**src/rtl/la_idiff_filter.sv**
```systemverilog
// Differential pad receiver: synchronizes both legs, accepts a level change only
// after FILTER consistent samples, and qualifies/counts non-differential faults.
module la_idiff_filter #(
    parameter string PROP       = "DEFAULT",
    parameter int    SYNCSTAGES = 2,
    parameter int    FILTER     = 4,
    parameter int    CNTW       = 8
) (
    input  logic            clk,
    input  logic            nreset,
    input  logic            in,
    input  logic            inb,
    input  logic            en,
    input  logic            clear,
    output logic            z,
    output logic            rise,
    output logic            fall,
    output logic            fault,
    output logic [CNTW-1:0] faultcnt
);
    localparam int            CW       = $clog2(FILTER) + 1;
    localparam logic [CW-1:0] CNT_LAST = CW'(FILTER - 1);

    typedef enum logic [1:0] {
        ST_STABLE = 2'd0,
        ST_PEND   = 2'd1,
        ST_CHKF   = 2'd2,
        ST_FAULT  = 2'd3
    } state_t;

    state_t                state_q, state_d;
    logic [CW-1:0]         cnt_q, cnt_d;
    logic [SYNCSTAGES-1:0] sp_sync_q, sp_sync_d;
    logic [SYNCSTAGES-1:0] sn_sync_q, sn_sync_d;
    logic                  z_q, z_d;
    logic                  rise_q, rise_d;
    logic                  fall_q, fall_d;
    logic                  fault_q, fault_d;
    logic [CNTW-1:0]       faultcnt_q, faultcnt_d;
    logic                  fault_inc;
    logic                  sp, sn, diff_ok, cand;

    // PROP is a pass-through tag for implementation selection; no logic depends on it.
    logic prop_unused;
    assign prop_unused = (PROP != "");

    assign sp      = sp_sync_q[SYNCSTAGES-1];
    assign sn      = sn_sync_q[SYNCSTAGES-1];
    assign diff_ok = sp ^ sn;
    assign cand    = sp;

    always_comb begin
        sp_sync_d = {sp_sync_q[SYNCSTAGES-2:0], in};
        sn_sync_d = {sn_sync_q[SYNCSTAGES-2:0], inb};
    end

    always_comb begin
        state_d   = state_q;
        cnt_d     = cnt_q;
        z_d       = z_q;
        fault_d   = fault_q;
        fault_inc = 1'b0;

        if (!en) begin
            state_d = ST_STABLE;
            cnt_d   = '0;
            fault_d = 1'b0;
        end else begin
            case (state_q)
                ST_STABLE: begin
                    if (!diff_ok) begin
                        state_d = ST_CHKF;
                        cnt_d   = CW'(1);
                    end else if (cand != z_q) begin
                        state_d = ST_PEND;
                        cnt_d   = CW'(1);
                    end
                end
                ST_PEND: begin
                    if (!diff_ok) begin
                        state_d = ST_CHKF;
                        cnt_d   = CW'(1);
                    end else if (cand == z_q) begin
                        state_d = ST_STABLE;
                        cnt_d   = '0;
                    end else if (cnt_q == CNT_LAST) begin
                        z_d     = cand;
                        state_d = ST_STABLE;
                        cnt_d   = '0;
                    end else begin
                        cnt_d = cnt_q + CW'(1);
                    end
                end
                ST_CHKF: begin
                    if (diff_ok) begin
                        state_d = ST_STABLE;
                        cnt_d   = '0;
                    end else if (cnt_q == CNT_LAST) begin
                        state_d   = ST_FAULT;
                        cnt_d     = '0;
                        fault_d   = 1'b1;
                        fault_inc = 1'b1;
                    end else begin
                        cnt_d = cnt_q + CW'(1);
                    end
                end
                ST_FAULT: begin
                    // In FAULT, cnt tracks consecutive good differential samples.
                    if (!diff_ok) begin
                        cnt_d = '0;
                    end else if (cnt_q == CNT_LAST) begin
                        state_d = ST_STABLE;
                        cnt_d   = '0;
                        fault_d = 1'b0;
                    end else begin
                        cnt_d = cnt_q + CW'(1);
                    end
                end
                default: begin
                    state_d = ST_STABLE;
                    cnt_d   = '0;
                end
            endcase
        end

        rise_d = z_d & ~z_q;
        fall_d = ~z_d & z_q;

        faultcnt_d = faultcnt_q;
        if (clear) begin
            faultcnt_d = '0;
        end else if (fault_inc && (faultcnt_q != {CNTW{1'b1}})) begin
            faultcnt_d = faultcnt_q + CNTW'(1);
        end
    end

    always_ff @(posedge clk) begin
        if (!nreset) begin
            sp_sync_q  <= '0;
            sn_sync_q  <= '1;
            state_q    <= ST_STABLE;
            cnt_q      <= '0;
            z_q        <= 1'b0;
            rise_q     <= 1'b0;
            fall_q     <= 1'b0;
            fault_q    <= 1'b0;
            faultcnt_q <= '0;
        end else begin
            sp_sync_q  <= sp_sync_d;
            sn_sync_q  <= sn_sync_d;
            state_q    <= state_d;
            cnt_q      <= cnt_d;
            z_q        <= z_d;
            rise_q     <= rise_d;
            fall_q     <= fall_d;
            fault_q    <= fault_d;
            faultcnt_q <= faultcnt_d;
        end
    end

    assign z        = z_q;
    assign rise     = rise_q;
    assign fall     = fall_q;
    assign fault    = fault_q;
    assign faultcnt = faultcnt_q;

endmodule

```
**config.mk**
```make
export PLATFORM = sky130hd
export DESIGN_NAME = la_idiff_filter
export DESIGN_NICKNAME = d
export VERILOG_FILES = /design/src/rtl/la_idiff_filter.sv
export SDC_FILE = /design/constraint.sdc
export NUM_CORES = 1
export LEC_CHECK = 0
export CORE_ASPECT_RATIO = 1.75
export CORE_MARGIN = 5
export CORE_UTILIZATION = 25
export CTS_CLUSTER_SIZE = 24
export DETAILED_ROUTE_END_ITERATION = 8
export HOLD_SLACK_MARGIN = 0.03
export SLEW_MARGIN = 30
export SYNTH_ARGS = -nofsm -noshare
export SYNTH_HDL_FRONTEND = slang
export SYNTH_SLANG_ARGS = --single-unit
```
**constraint.sdc**
```tcl
create_clock -name clk -period 4 [get_ports clk]
set_input_delay 0.6 -clock clk [delete_from_list [all_inputs] [get_ports clk]]
set_output_delay 0.6 -clock clk [all_outputs]
set_load 0.05 [all_outputs]
```
==> impl_metrics.ini <==
[timing]
finalHoldViolCount = 0
finalCriticalPeriod_ns = 2.53
fin_skew_ns = 0.00214
tightest_slew_ns = 0.599
slew_viol_final = 0
setup_viol = 0
fmax_mhz = 396
rsz0062_at_grt = false
slew_headroom = 0.599
fin_crit_sh = 0.632
fin_tns_setup_ns = 0

[cts]
clockRootBuffer = clkbuf_8
hold_buffers = 0
clock_sinks = 21
cts_tree = done
cts_setup_buffers = 0
htree_levels = 1
ctsResizeCount = 0
clock_latency_ns = 0.26
clockBufferDepth = 2
clk_pin_slew_worst_paths_ns = 0.08
numCtsBuffers = 3

[worst_setup_path]
crit_arrival_ns = 2.72
cp-end-kind = flip-flop
required_ns = 4.19
path_buf_inv = 2
crit_chain = clkdlybuf4s50_1, inv_1, or4_1, or4_1, a21oi_1
cp_common_cell = or4_1
critPathMaxFanout = 16
cp_top_family = simple AND/OR/NAND/NOR gates
critPathLaunchType = primary input
worstRegToRegCells = 4
slowest_stage = or4_1
crit_path_max_incr_delay_ns = 0.75
critPathKind = primary input to flip-flop
r2r_setup_slack_ns = 1.68
cp_num_cells = 5

[power_and_ir_drop]
peakVddDrop_mv = 0.203
p_leak_nw = 0.406
powerDensity_nw_per_um2 = 289

[floorplan]
die_w_um = 59.6
start_util = 0.259
num_rows = 31
ios = 18
core_region_area_um2 = 4150
die_h_um = 96.7
die-area_um2 = 5760

[synth]
yosysWarnings = 0
ys.flop_type = dfxtp_1
ys_types = 39
synth_nets = 134
synth_area_leaders = dfxtp_1, o21ai_0, a21oi_1, nor2b_1, or4_1
synthArstFlopShare = 0
yosysTopAreaCell = dfxtp_1
synth_seq_cells = 21
avgSynthCellArea_um2 = 8.53
postSynthCellCount = 126
synthesis.area_um2 = 1070
synth_edf_count = 0
yosysTopAreaCellShare = 0.391
ys_seq_area_frac = 0.391

[global_route]
grt_pass1_vias = 979
grt_pass1_wl_mm = 4.23
antenna_found_initial = 0
grt_overflow = 0
grt_usage = 0.0894
grt_max_degree = 17

[min_path]
hp-class = flip-flop to flip-flop
hold_path_depth = 1

[finish]
nets = 147
fin_area_um2 = 1310
area_growth_pct = 21.8
drive_above_1_share = 0.0362
mostFrequentLayoutCells = dfxtp_1, clkdlybuf4s50_1, o21ai_0
antenna_cells = 0
final_common_cell = dfxtp_1

[placement]
place_hpwl_mm = 1.86
gp_congestion = 0.845
place_area_um2 = 1260
io_buffers = 17

[status]
status = complete, no violations

[routing]
drcViolationCount = 0
wire_per_inst_um = 13.2
ant_nets = 0
wl_mm = 2.48
first_iter_violations = 33
vias = 994
drt_first_pass_iters = 5
vias_per_cell = 5.32

[job]
max_cap_violations = 0
==> state kept, by name (all words and copies together) (netlist names) <==
| signal | cells |
|---|---|
| cnt_q | 3 |
| sp_sync_q | 2 |
| state_q | 2 |
| z | 1 |
| rise | 1 |
| fall | 1 |
| sn_sync_q | 2 |
| fault | 1 |
| faultcnt | 8 |
==> logic make-up (layout without fill, tap and decap cells) <==
kind of cell	Yosys count	in the layout	synth area share
AOI/OAI and AO/OA	37	37	0.233
xor gates and xnor gates	4	4	0.0396
DFF	21	21	0.391
adders and majority gates	2	2	0.0233
and+or+nand+nor	47	47	0.251
buffers and inverters	15	27	0.0617
==> cells in the mapped netlist, types with 3 or more instances <==
cell type / n
nand2_1: 3
or4_1: 4
inv_1: 6
nor2_1: 7
and2_1: 4
dfxtp_1: 21
a21oi_1: 8
nand3_1: 4
nor2b_1: 5
o41ai_1: 3
nand4_1: 3
nand3b_1: 3
nand2b_1: 4
o21ai_0: 9
o31ai_1: 3
nor3_1: 3
clkbuf_1: 6
==> area by class of cell <==
| class | count | area [um2] |
|---|---|---|
| fill | 426 | 2840 |
| multi-input combinational | 90 | 588 |
| sequential | 21 | 420 |
| timing repair buffer | 17 | 170 |
| tap | 49 | 61.3 |
| clock buffer | 3 | 41.3 |
| inverter | 6 | 22.5 |
| clock inverter | 1 | 5.00 |
==> power breakdown <==
part | leakage [nW] | switching (mW) | internal [mW]
Clock | 0.0255 | 0.0688 | 0.0693
Sequential | 0.170 | 0.00443 | 0.212
Combinational | 0.211 | 0.0123 | 0.0117
==> worst paths after layout <==
path,start,end
worst max register to register,sn_sync_q[1],faultcnt[3]
worst min-delay path,sn_sync_q[0],sn_sync_q[1]
worst max-delay path,en,faultcnt[3]
worst min register to register,sn_sync_q[0],sn_sync_q[1]
==> layer usage <==
| layer | GRT usage | vias to the layer above | wire length [um] |
|---|---|---|---|
| met5 | 0 | - | 0 |
| met4 | 0.0358 | 0 | 27 |
| met3 | 0.0173 | 2 | 141 |
| met2 | 0.163 | 25 | 1300 |
| met1 | 0.0955 | 472 | 1010 |
| li1 | - | 495 | - |
==> metrics by stage <==
step | utilization | std cells | power (mW) | hold WS (ns) | setup WS, ns
5_1_grt | 0.315 | 187 | 0.394 | 0.433 | 1.38
3_5_place_dp | 0.304 | 183 | 0.245 | 0.395 | 1.24
6_report | 0.315 | 187 | 0.378 | 0.413 | 1.47
4_1_cts | 0.315 | 187 | 0.382 | 0.413 | 1.50
3_3_place_gp | 0.304 | 183 | 0.244 | 0.390 | 1.30
2_1_floorplan | - | 126 | 0.236 | 0.386 | 2.06
Power figures use the tool's default switching activity.
